$ cat src/rtl/led_pwm_breathe_if.sv
// Signal bundle between the upstream tick/enable source and the breathing LED block.
// The master side drives en/tick; the slave side returns led, duty and phase.
interface led_pwm_breathe_if #(
    parameter int PWM_BITS = 8
);
    logic                en;
    logic                tick;
    logic                led;
    logic [PWM_BITS-1:0] duty;
    logic [2:0]          phase;

    modport master (output en, tick, input led, duty, phase);
    modport slave  (input en, tick, output led, duty, phase);
endinterface

$ cat src/rtl/led_pwm_breathe.sv
// Triangular breathing envelope stepped by an upstream tick, driving a glitch-free PWM LED.
// Optional square-law brightness correction is enabled with the LED_PWM_GAMMA_EN macro.
module led_pwm_breathe #(
    parameter int PWM_BITS   = 8,
    parameter int STEP       = 1,
    parameter int HOLD_TICKS = 16
) (
    input  logic             clk,
    input  logic             rst,
    led_pwm_breathe_if.slave bus
);

    typedef enum logic [2:0] {
        IDLE      = 3'd0,
        RAMP_UP   = 3'd1,
        HOLD_HIGH = 3'd2,
        RAMP_DOWN = 3'd3,
        HOLD_LOW  = 3'd4
    } state_t;

    localparam logic [PWM_BITS-1:0] MAX       = {PWM_BITS{1'b1}};
    localparam logic [PWM_BITS-1:0] ONE       = {{(PWM_BITS-1){1'b0}}, 1'b1};
    localparam logic [PWM_BITS:0]   STEP_EXT  = STEP[PWM_BITS:0];
    localparam int                  HOLD_LAST_I = HOLD_TICKS - 1;
    localparam logic [7:0]          HOLD_LAST = HOLD_LAST_I[7:0];

    state_t              state_q, state_d;
    logic [PWM_BITS-1:0] duty_q, duty_d;
    logic [7:0]          hold_q, hold_d;

    logic [PWM_BITS-1:0] pwm_cnt;
    logic [PWM_BITS-1:0] duty_act;
    logic [PWM_BITS-1:0] cmp;
    logic                led_q;

    // Step arithmetic carries one extra bit so overflow/underflow is visible for saturation.
    logic [PWM_BITS:0]   up_sum, dn_diff;
    logic [PWM_BITS-1:0] up_val, dn_val;

    assign up_sum  = {1'b0, duty_q} + STEP_EXT;
    assign dn_diff = {1'b0, duty_q} - STEP_EXT;
    assign up_val  = (up_sum > {1'b0, MAX}) ? MAX : up_sum[PWM_BITS-1:0];
    assign dn_val  = dn_diff[PWM_BITS] ? '0 : dn_diff[PWM_BITS-1:0];

    // NOTE: every always_comb output gets a default first so no path leaves it unassigned (no latch).
    always_comb begin
        state_d = state_q;
        duty_d  = duty_q;
        hold_d  = hold_q;
        case (state_q)
            IDLE: begin
                duty_d = '0;
                if (bus.en) state_d = RAMP_UP;
            end
            RAMP_UP: begin
                if (!bus.en) begin
                    state_d = RAMP_DOWN;
                end else if (bus.tick) begin
                    duty_d = up_val;
                    if (up_val == MAX) begin
                        state_d = HOLD_HIGH;
                        hold_d  = '0;
                    end
                end
            end
            HOLD_HIGH: begin
                if (!bus.en) begin
                    state_d = RAMP_DOWN;
                end else if (bus.tick) begin
                    if (hold_q == HOLD_LAST) state_d = RAMP_DOWN;
                    else                     hold_d  = hold_q + 8'd1;
                end
            end
            RAMP_DOWN: begin
                // A fade-out always runs to zero; en only decides where it lands.
                if (bus.tick) begin
                    duty_d = dn_val;
                    if (dn_val == '0) begin
                        if (bus.en) begin
                            state_d = HOLD_LOW;
                            hold_d  = '0;
                        end else begin
                            state_d = IDLE;
                        end
                    end
                end
            end
            HOLD_LOW: begin
                if (!bus.en) begin
                    state_d = IDLE;
                end else if (bus.tick) begin
                    if (hold_q == HOLD_LAST) state_d = RAMP_UP;
                    else                     hold_d  = hold_q + 8'd1;
                end
            end
            default: begin
                state_d = IDLE;
                duty_d  = '0;
                hold_d  = '0;
            end
        endcase
    end

    // NOTE: sequential state uses non-blocking assignments so all registers update from pre-edge values.
    always_ff @(posedge clk or posedge rst) begin
        if (rst) begin
            state_q <= IDLE;
            duty_q  <= '0;
            hold_q  <= '0;
        end else begin
            state_q <= state_d;
            duty_q  <= duty_d;
            hold_q  <= hold_d;
        end
    end

`ifdef LED_PWM_GAMMA_EN
    logic [PWM_BITS-1:0]   sq_unused;
    logic [2*PWM_BITS-1:0] duty_sq;

    assign duty_sq          = {{PWM_BITS{1'b0}}, duty_act} * {{PWM_BITS{1'b0}}, duty_act};
    assign {cmp, sq_unused} = duty_sq;
`else
    assign cmp = duty_act;
`endif

    // duty_act only reloads on the last count of a period, so a period never sees two duties.
    always_ff @(posedge clk or posedge rst) begin
        if (rst) begin
            pwm_cnt  <= '0;
            duty_act <= '0;
            led_q    <= 1'b0;
        end else begin
            pwm_cnt <= pwm_cnt + ONE;
            if (pwm_cnt == MAX) duty_act <= duty_q;
            led_q <= (pwm_cnt < cmp);
        end
    end

    assign bus.led   = led_q;
    assign bus.duty  = duty_q;
    assign bus.phase = state_q;

endmodule
$ cat src/flat_wrapper.sv
// flat-port wrapper written by rule: the top's interface ports become plain ports
module led_pwm_breathe_flat 
#(
    parameter int PWM_BITS   = 8,
    parameter int STEP       = 1,
    parameter int HOLD_TICKS = 16
)
  (clk, rst, bus_en, bus_tick, bus_led, bus_duty, bus_phase);
  led_pwm_breathe_if #(.PWM_BITS(PWM_BITS)) bus_i ();
  input  logic clk;
  input  logic rst;
  input wire logic [$bits(bus_i.en)-1:0] bus_en;
  input wire logic [$bits(bus_i.tick)-1:0] bus_tick;
  output wire logic [$bits(bus_i.led)-1:0] bus_led;
  output wire logic [$bits(bus_i.duty)-1:0] bus_duty;
  output wire logic [$bits(bus_i.phase)-1:0] bus_phase;
  assign bus_i.en = bus_en;
  assign bus_i.tick = bus_tick;
  assign bus_led = bus_i.led;
  assign bus_duty = bus_i.duty;
  assign bus_phase = bus_i.phase;
  led_pwm_breathe #(.PWM_BITS(PWM_BITS), .STEP(STEP), .HOLD_TICKS(HOLD_TICKS)) u_core (.clk(clk), .rst(rst), .bus(bus_i));
endmodule
$ cat config.mk
export PLATFORM = sky130hd
export DESIGN_NAME = led_pwm_breathe_flat
export DESIGN_NICKNAME = d
export VERILOG_FILES = /design/src/rtl/led_pwm_breathe_if.sv /design/src/rtl/led_pwm_breathe.sv /design/src/flat_wrapper.sv
export SDC_FILE = /design/constraint.sdc
export NUM_CORES = 1
export LEC_CHECK = 0
export ABC_CLOCK_PERIOD_IN_PS = 3800
export CAP_MARGIN = 20
export CORE_MARGIN = 3
export CORE_UTILIZATION = 35
export CTS_CLUSTER_SIZE = 8
export DETAILED_ROUTE_END_ITERATION = 7
export PLACE_DENSITY = 0.6
export SYNTH_ARGS = -nofsm -noshare
export SYNTH_HDL_FRONTEND = slang
export SYNTH_SLANG_ARGS = --single-unit
$ cat constraint.sdc
create_clock -name clk -period 3.8 [get_ports clk]
set_input_delay 1.14 -clock clk [delete_from_list [all_inputs] [get_ports clk]]
set_output_delay 1.14 -clock clk [all_outputs]
set_load 0.01 [all_outputs]
# == Word-level counts from Yosys, hierarchy flattened ==
# Cells that the tools add are included.
# op_classes
n_div,0
n_mux,30
n_bitwise,2
eq_ne,23
n_mul,0
shifts,0
n_lt_le_gt_ge,2
n_reduce_logical,6
n_addsub,4
# op_table
op,count
two-way mux 8 bit,14
two-way mux 3 bit,13
case mux 8 bit (4 select lines),1
case mux 8 bit (3 select lines),1
adder 8 x 1 -> 8 bit (second input constant),2
== test 8 bit (second input constant),2
case mux 3 bit (5 select lines),1
!= test 2 bit (second input constant),6
AND reduction 10 bit,1
adder 8 x 1 -> 9 bit (second input constant),1
greater-than comparator 9 x 8 -> 1 bit (second input constant),1
!= test 3 x 2 -> 1 bit (second input constant),3
!= test 3 bit (second input constant),3
AND reduction 9 bit,1
subtractor 8 x 1 -> 9 bit (second input constant),1
== test 8 x 4 -> 1 bit (second input constant),1
logical NOT 8 bit,1
< comparator 8 bit,1
!= test 2 x 1 -> 1 bit (second input constant),4
== test 3 x 2 -> 1 bit (second input constant),2
AND reduction 4 bit,1
== test 3 x 1 -> 1 bit (second input constant),1
== test 3 bit (second input constant),1
logical NOT 3 bit,1
other kinds (2),3
# word_totals
mem_bits_rw,0
ff_bits,36
inputBits,4
memories,0
mem_bits_ro,0
latchBits,0

# == Longest topological paths before layout ==
# logic_depth
ltp_word,8
mapped_depth,9
ltp_nobuf,8

# == Least setup slack after synthesis ==
# OpenSTA, ideal clock, no wires.
# synth_path
path_kind,input to register
startpoint,input bus_en
endpoint,"register u_core.duty_q[5], in the netlist u_core.bus.duty[5]"
setup_ps,124
slack_ps,1276
path_stages,7
t_arrival_ps,2400
required_ps,3676
n_path_buf,2
path_cell_list,clkbuf_1 > o21ai_0 > a21oi_1 > o21a_1 > clkbuf_1 > nand2_1 > o31a_1
# synth_via
elab_chain_len,2
# synth_rtl
item,line,text
from (decl),flat_wrapper.sv:12,input wire logic [$bits(bus_i.en)-1:0] bus_en;
!= test 2 bit (no source line),--,
AND reduction 4 bit (no source line),--,
to (signal assigned),led_pwm_breathe.sv:112,duty_q <= duty_d;
to (decl),led_pwm_breathe.sv:28,"logic [PWM_BITS-1:0] duty_q, duty_d;"
# No other way between the ends.
# A chain may end at the register's enable or synchronous reset.

# == Final worst setup path ==
# layout_path
startpoint,"register u_core.duty_q[2], in the netlist u_core.bus.duty[2]"
endpoint,output bus_duty[2]
# layout_lines
item,line,text
to (decl),flat_wrapper.sv:15,output wire logic [$bits(bus_i.duty)-1:0] bus_duty;
# No word-level cell between the ends.

==> qor.yml <==
io_pins: 16
hp-class: "register to register"
max_freq_ghz: 0.358
clk_path_buf_depth: 2
critical_path_class: "register to primary output"
synth-adder-area-share: 0.0630
synthCells: 289
setup_tns_ns: 0
path_max_fanout: 18
synth_area_um2: 2540
clkPwrFrac: 0.205
min_to: "u_core.cmp[0]"
synth_compound_area_frac: 0.224
antenna_cells: 0
muxShareOfSynthArea: 0.0305
numCtsBuffers: 5
finalClockSkew_ns: 0.00303
grt_max_degree: 22
layout_commonest_cell: "dfrtp_1"
track_usage: 0.140
ctsResizeCount: 0
pre_cts_ws_ns: 0.786
dr.first_iter.drc_count: 98
required_ns: 2.66
yosysWarnings: 0
overflow: 0
drc: 0
synth_edf_count: 0
regToRegEndpoint: "u_core.hold_q[0]"
htreeDepth: 2
wl_per_cell_um: 13.9
die_w_um: 91.2
grt_pass1_wl_um: 9650
final_cell_mix: "36 x dfrtp_1, 25 x nand2_1, 22 x nor2_1"
min_period_ns: 2.79
min_from: "u_core.cmp[0]"
synthSimpleGateAreaFrac: 0.249
outcome: "finished clean"
first_pass_iters: 5
total_power_mw: 1.82
cts_sinks: 36
reg2reg_depth: 7
synth-xor-area-share: 0.0276
cp-start-kind: "register"
clk_latency_ns: 0.29
portBuffers: 15
dieArea_um2: 8320
endpoint_kind: "primary output"
synthArstFlopShare: 1.00
p_switching_mw: 0.787
route.vias.total: 2144
critical-path-top-delay-family: "flip-flops"
ys.flop_type: "dfrtp_1"
hold_violations: 0
setup_viol: 0
worst_slack_ns: 1.01
p_seq_frac: 0.328
crit_chain: "clkdlybuf4s50_1"
drive_gt1_frac: 0.0906
r2r_setup_slack_ns: 1.05
swShare: 0.433
ys_ff_latch: 36
postRouteAntennaNets: 0
synth.yosys.seq_area_share: 0.354
area_growth_pct: 13.1
routed_wl_um: 5460
via_per_inst: 5.44
syn_avg_cell_area_um2: 8.80
internal_power_mw: 1.03
cts.hold.buffers_added: 0
coreArea_um2: 6910
placedCellCount: 386
vdd_ir_drop_max_v: 0.000224
ys_types: 64
comb_power_share: 0.467
r2r-start: "u_core.bus.duty[1]"
critical_path.max_stage_delay_ns: 0.71
root_buffer: "clkbuf_8"
hold_path_depth: 2
crit_arrival_ns: 1.65
nets: 313
p_leak_nw: 1.16
stdcell_count: 394
tightest_slew_ns: 0.793
start_util: 0.368
drv_slew: 0
die_h_um: 91.2
rows: 30
hpwl_um: 4040
maxSlewHeadroom: 0.471
grt_setup_unrepaired: "false"
grt_pass1_vias: 2003
drv_cap: 0
cts_tree: "done"
critPathBufInv: 1
hold_slack_ns: 0.479
critPathSlowestCell: "dfrtp_1"
powerDensity_nw_per_um2: 632
gp_congestion: 0.865
fin_crit_sh: 0.735
syn_nets: 305
fillers: 698
synth_top_family_by_area: "simple AND/OR/NAND/NOR gates"
grt_antenna_before_repair: 0
cts_setup_buffers: 0
clk_pin_slew_ns: 0.07
==> power by group through the flow <==
stage          Clock, mW  Sequential (mW)  Combinational [mW]
2_1_floorplan          0            0.520               0.713
3_3_place_gp           0            0.605               0.847
3_5_place_dp           0            0.603               0.844
4_1_cts            0.382            0.594               0.849
5_1_grt            0.400            0.616               0.957
6_report           0.373            0.596               0.848
==> metal layers <==
layer / wire length (um) / global-route usage / part of all wire / up-vias
met2: 2460 / 0.214 / 0.45 / 40
li1: - / - / - / 1070
met5: 0 / 0 / 0 / -
met4: 88 / 0.0477 / 0.016 / 0
met3: 220 / 0.0298 / 0.040 / 8
met1: 2690 / 0.195 / 0.49 / 1026
==> synthesized netlist by cell type, types with 10 or more instances <==
cell type / count / area, um^2
dfrtp_1: 36 / 901
a31oi_1: 10 / 62.6
nand3_1: 13 / 65.1
a21oi_1: 14 / 70.1
ha_1: 12 / 150
nor2_1: 22 / 82.6
nand2_1: 25 / 93.8
inv_1: 14 / 52.6
clkbuf_1: 10 / 37.5
o21ai_0: 16 / 80.1
==> worst max-delay path by stage <==
stage,cells past startpoint,start,slack [ns],end
final,1,u_core.bus.duty[2],1.01,bus_duty[2]
after global routing,7,u_core.bus.duty[1],0.88,u_core.hold_q[0]
after CTS,1,u_core.bus.duty[2],1.02,bus_duty[2]
after detailed placement,7,bus_en,0.79,u_core.hold_q[0]
after global placement,7,bus_en,0.81,u_core.hold_q[0]
after floorplan,7,bus_en,1.28,u_core.bus.duty[5]
==> kinds of logic after synthesis <==
family,count (synthesis)
simple gates,114
compound gates,81
flops,36
buf+inv,30
fa+ha+maj,13
xor+xnor,8
mux,7
==> state kept, by name (all words and copies together), names as in the netlist <==
register / count
u_core.cmp: 8
u_core.bus.led: 1
u_core.pwm_cnt: 8
u_core.hold_q: 8
u_core.bus.phase: 3
u_core.bus.duty: 8
==> final cells by class <==
cell class / count / area, um^2 / share of cell area
Timing Repair Buffer: 17 / 165 / 0.0574
Multi-Input combinational cell: 223 / 1510 / 0.525
Clock inverter: 1 / 30.0 / 0.0104
Clock buffer: 7 / 96.3 / 0.0335
Inverter: 14 / 52.6 / 0.0183
Sequential cell: 36 / 901 / 0.313
Tap cell: 96 / 120 / 0.0418
==> worst min-delay path: cells and delay by family (launching register included) <==
family             cells  cell delay [ns]
DFF                    1             0.34
AOI/OAI and AO/OA      1             0.06
and+or+nand+nor        1             0.05
==> metrics by stage <==
step | utilization | cell area [um^2]
final | 0.416 | 2880
after global routing | 0.416 | 2880
after CTS | 0.416 | 2880
after detailed placement | 0.398 | 2750
after global placement | 0.398 | 2750
after floorplan | - | 2540
No activity file was read; power rests on OpenSTA's default activity.
==> RTL edit 1, RTL diff (config.mk and constraints unchanged) <==
Take the reset off `hold_q` and load it in a clocked block of its own.
--- a/src/rtl/led_pwm_breathe.sv
+++ b/src/rtl/led_pwm_breathe.sv
@@ -107,10 +107,12 @@
             state_q <= IDLE;
             duty_q  <= '0;
-            hold_q  <= '0;
         end else begin
             state_q <= state_d;
             duty_q  <= duty_d;
-            hold_q  <= hold_d;
         end
+    end
+
+    always_ff @(posedge clk) begin
+        hold_q <= hold_d;
     end
 
Function: same outputs for any inputs over 10 cycles, from zero or initial values and one cycle with rst high; that may be too few to reach the edited logic, so the function may still have changed.
==> RTL edit 1 against the unedited design <==
- cell count is 3.6% lower
- area after synthesis is 3.9% lower
- combinational power is 4.5% higher
- power is 3.7% higher
- clock skew is 0.0056 ns higher
- sequential cell count stayed put
- setup slack worse by 0.15 ns
- cell area is 4.5% lower
- routed wire length is 1.2% lower
- via count is 4.4% lower
- first-iteration DRC count is 59% higher
- non-clock buffer count stayed put
- critical endpoint is now u_core.hold_q[2]
- largest cell class unchanged
==> RTL edit 1: results (changes against the unedited design) <==
| Metric | Value |
|---|---|
| Max clock buf depth | 2 (unchanged) |
| Synth area leaders | dfrtp_1, edfxtp_1, ha_1 |
| Clk slew on worst S/H paths | 0.08 ns |
| Placed Area | 2640 um^2 (-4.0%) |
| DP Cell Count | 372 (-3.6%) |
| Met1 WL | 2595 um (-3.5%) |
| Post-synth EDFFs | 8 (+8) |
| Top sig layer | met4 |
| Largest net degree at the start of global routing | 29 (+32%) |
| Vias in the first global route | 1989 (-0.70%) |
| DR vias/cell | 5.392 (-0.91%) |
| Fin nets | 302 (-3.5%) |
| Initial antenna violation count | 0 (unchanged) |
| Ys async rst share | 77.78% (-22 points) |
| VDD IR max | 0.2372 mV (+6.0%) |
| First drt pass iteration count | 4 (-1) |
| GRT Overall Usage | 14.65% (+0.66 points) |
| DR WL met3 | 230 um (+4.5%) |
| Avg WL per Cell | 14.19 um (+2.4%) |
| Fillers | 688 (-1.4%) |
| Post-CTS sizing | 0 (unchanged) |
| Multi-input gate area | 1358 um^2 (-10%) |
| Met2 Wirelength | 2515 um (+2.2%) |
| HP Class | flip-flop to flip-flop |
| Post-synthesis sequential area ratio | 38.50% (+3.1 points) |
| Setup Buffers After CTS | 0 (unchanged) |
| Layout cells sized above 1 | 6.969% (-2.1 points) |
| DR iter-0 viols | 156 (+59%) |
| Final Skew | 0.008619 ns (+0.005590 ns) |
| Leakage | 1.099 nW (-5.0%) |
| Top post-synthesis cells by count | dfrtp_1, nor2_1, nand2_1 |
| Worst skew pair latency | 0.29 ns (about the same) |
| DP HPWL | 3848 um (-4.8%) |
| Dpl ws | 0.7590 ns (-0.02670 ns) |
| First-pass GRT wire length | 9287 um (-3.7%) |
| Status | complete, no violations |
| Cell variety after synth | 61 (-4.7%) |
| DRT Wirelength | 5394 um (-1.2%) |
| CTS buffer count | 5 (unchanged) |
| Gpl congestion | 0.8950 (+3.5%) |
| Worst Tran Pin Value | 0.7864 ns (-0.006524 ns) |
| Main synth FF type | dfrtp_1 |
| N_diodes | 0 (unchanged) |
| CP arrival | 2.94 ns (+1.29 ns) |
| Root Buffer | clkbuf_8 |
| Synth Area per Inst | 8.696 um^2 (-1.2%) |
| Warnings, synthesis | 0 (unchanged) |
| Crit Path Max Fanout | 16 (-2) |
[RTL edit 1: routing by layer]
metal,track usage (%),vias up
met4,4.195,0
met5,0,-
met1,19.65,977
met2,23.54,45
li1,-,1020
met3,3.410,7
[RTL edit 1: path summary, 6_finish.rpt]
| check | from | end | slack, ns | depth (start not counted) |
|---|---|---|---|---|
| max in group asynchronous | rst | u_core.bus.duty[0] | 2.30 | 3 |
| min in group asynchronous | rst | u_core.pwm_cnt[7] | 1.22 | 3 |
| max reg2reg | u_core.bus.duty[0] | u_core.hold_q[2] | 0.85 | 7 |
| max | u_core.bus.duty[0] | u_core.hold_q[2] | 0.85 | 7 |
| min | u_core.pwm_cnt[0] | u_core.pwm_cnt[0] | 0.47 | 1 |
| min reg2reg | u_core.pwm_cnt[0] | u_core.pwm_cnt[0] | 0.47 | 1 |
[RTL edit 1: power by group]
part / internal, mW / switching [mW] / total (mW)
Clock: 0.168 / 0.136 / 0.304
Sequential: 0.486 / 0.210 / 0.696
Combinational: 0.401 / 0.485 / 0.886
[RTL edit 1: layout make-up]
class	instances	area share [%]
clock buffers	6	3.418
clock inverters	2	0.4102
inverters	16	2.188
multi-input cells	210	49.45
flip-flops and latches	36	34.28
well taps	93	4.239
repair buffers	17	6.016
[RTL edit 1: cell families after synthesis]
family	synth area share, %
adders and majority gates	6.554
and+or+nand+nor	21.92
xor gates and xnor gates	5.018
buffers and inverters	5.940
AOI/OAI and AO/OA	20.38
muxes	1.690
DFF	38.50
[RTL edit 1: worst max-delay path, stage by stage, from the launching register on]
cell      delay [ns]
dfrtp_1         0.61
ha_1            0.45
and3_4          0.26
xnor2_1         0.06
o32a_1          0.36
or3_4           0.43
a221oi_1        0.26
buf_4           0.22
==> RTL edit 2, RTL diff (same settings) <==
Made on the original files. `HOLD_TICKS` is set to 16 in 2 places; all go to 12.
--- a/src/rtl/led_pwm_breathe.sv
+++ b/src/rtl/led_pwm_breathe.sv
@@ -4,5 +4,5 @@
     parameter int PWM_BITS   = 8,
     parameter int STEP       = 1,
-    parameter int HOLD_TICKS = 16
+    parameter int HOLD_TICKS = 12
 ) (
     input  logic             clk,
--- a/src/flat_wrapper.sv
+++ b/src/flat_wrapper.sv
@@ -4,5 +4,5 @@
     parameter int PWM_BITS   = 8,
     parameter int STEP       = 1,
-    parameter int HOLD_TICKS = 16
+    parameter int HOLD_TICKS = 12
 )
   (clk, rst, bus_en, bus_tick, bus_led, bus_duty, bus_phase);
Formal check against the unedited RTL: same outputs for any inputs over 10 cycles, from zero or initial values and one cycle with rst high; that may be too few to reach the edited logic, so the function may still have changed.
==> RTL edit 2 against the unedited design <==
- global-route usage increased by 0.26 points
- sequential power about the same
- area after synthesis decreased by 7.8%
- highest routed layer unchanged
- combinational power decreased by 4.0%
- sequential cell count unchanged
- cell count decreased by 10%
- power decreased by 6.5%
- routed wire length decreased by 7.5%
- critical path type is now input pin to flip-flop
- setup slack improved by 0.0040 ns
- cell area decreased by 8.6%
==> RTL edit 2: results (changes against the unedited design) <==
| Metric | Value |
|---|---|
| First drt pass iteration count | 4 (-1) |
| GR Util met1 | 18.47% (-1.1 points) |
| DRT Wirelength | 5050 um (-7.5%) |
| DR vias/cell | 5.559 (+2.2%) |
| Post-synthesis sequential area ratio | 38.42% (+3.0 points) |
| FF-to-FF End | u_core.hold_q[7] |
| R2R cell count | 8 (+1) |
| Top post-synthesis cells by count | dfrtp_1, o21ai_0, nor2_1 |
| Largest net degree at the start of global routing | 37 (+68%) |
| Cell family with most CP delay | compound AO/OA/AOI/OAI gates |
| DR WL met3 | 159 um (-28%) |
| Met1 WL | 2454 um (-8.8%) |
| Met3 usage | 3.857% (+0.87 points) |
| DP HPWL | 3533 um (-13%) |
| Layout cells sized above 1 | 7.942% (-1.1 points) |
| Crit Path Max Fanout | 11 (-7) |
| Worst Tran Pin Value | 0.6682 ns (-0.1247 ns) |
| Leakage | 1.115 nW (-3.5%) |
| Vias in the first global route | 1914 (-4.4%) |
| Critical Path Slowest Stage Cell | clkdlybuf4s50_1 |
| Synth area leaders | dfrtp_1, o21ai_0, ha_1 |
| R2r startpoint | u_core.bus.duty[0] |
| CP max stage delay | 0.58 ns (-0.13 ns) |
| Final Skew | 0.004689 ns (+0.001660 ns) |
| Status | complete, no violations |
| Clk slew on worst S/H paths | 0.08 ns |
| Reg2reg setup slack | 1.31 ns (+0.26 ns) |
| Worst Setup SP | bus_en |
| CP arrival | 3.01 ns (+1.36 ns) |
| Dpl ws | 0.7213 ns (-0.06447 ns) |
| Synth Net Count | 279 (-8.5%) |
| Avg WL per Cell | 14.27 um (+2.9%) |
| First-pass GRT wire length | 8728 um (-9.5%) |
| Met2 Wirelength | 2344 um (-4.8%) |
| Setup Buffers After CTS | 0 (unchanged) |
| Cell variety after synth | 52 (-19%) |
| Placed Area | 2537 um^2 (-7.7%) |
| Timing-limited maximum frequency | 358.7 MHz (+0.14%) |
| GRT Overall Usage | 14.25% (+0.26 points) |
| DR iter-0 viols | 50 (-49%) |
| VDD IR max | 0.3556 mV (+59%) |
| Fin nets | 292 (-6.7%) |
| DP Cell Count | 346 (-10%) |
| Gpl congestion | 0.8176 (-5.4%) |
| Capture point of the worst path | u_core.bus.phase[0] |
## RTL edit 2: cell types whose count changed after synthesis, sizes merged, moves of 4 or more
cell,unedited run,this run
a21oi,14,9
and2,6,2
nor2b,6,1
o2bb2ai,7,0
a31oi,10,6
and3,3,7
nor2,22,18
nand2,26,17
o31ai,0,4
o21ai,22,34
clkbuf,10,6
## RTL edit 2: worst min-delay path by stage
stage	slack [ns]	depth (start not counted)	from	endpoint
final	0.48	2	u_core.cmp[0]	u_core.cmp[0]
after CTS	0.49	2	u_core.cmp[3]	u_core.cmp[3]
after floorplan	0.44	2	u_core.cmp[0]	u_core.cmp[0]
after global routing	0.51	2	u_core.cmp[3]	u_core.cmp[3]
after global placement	0.47	2	u_core.cmp[0]	u_core.cmp[0]
after detailed placement	0.47	2	u_core.cmp[0]	u_core.cmp[0]
## RTL edit 2: report_power, final
| part | switching, mW | internal [mW] | leakage [nW] |
|---|---|---|---|
| registers | 0.159 | 0.438 | 0.479 |
| logic | 0.441 | 0.373 | 0.591 |
| clock network | 0.141 | 0.148 | 0.0455 |
## RTL edit 2: final cells by class
| class | count | area, um^2 |
|---|---|---|
| Inverter | 17 | 63.81 |
| Timing Repair Buffer | 17 | 165.2 |
| Multi-Input combinational cell | 199 | 1311 |
| Fill cell | 651 | 3795 |
| Clock buffer | 8 | 90.09 |
| Tap cell | 77 | 96.34 |
| Sequential cell | 36 | 900.9 |
## RTL edit 2: worst min-delay path: stages, from the launching register on
cell	delay, ns
dfrtp_1	0.34
nand2_1	0.05
o21ai_0	0.06
## RTL edit 2: logic make-up after synthesis
logic type | synth area share (%)
compound gates | 21.93
flops | 38.42
fa+ha+maj | 6.403
simple gates | 20.38
xor+xnor | 2.615
buf+inv | 5.656
mux | 4.589
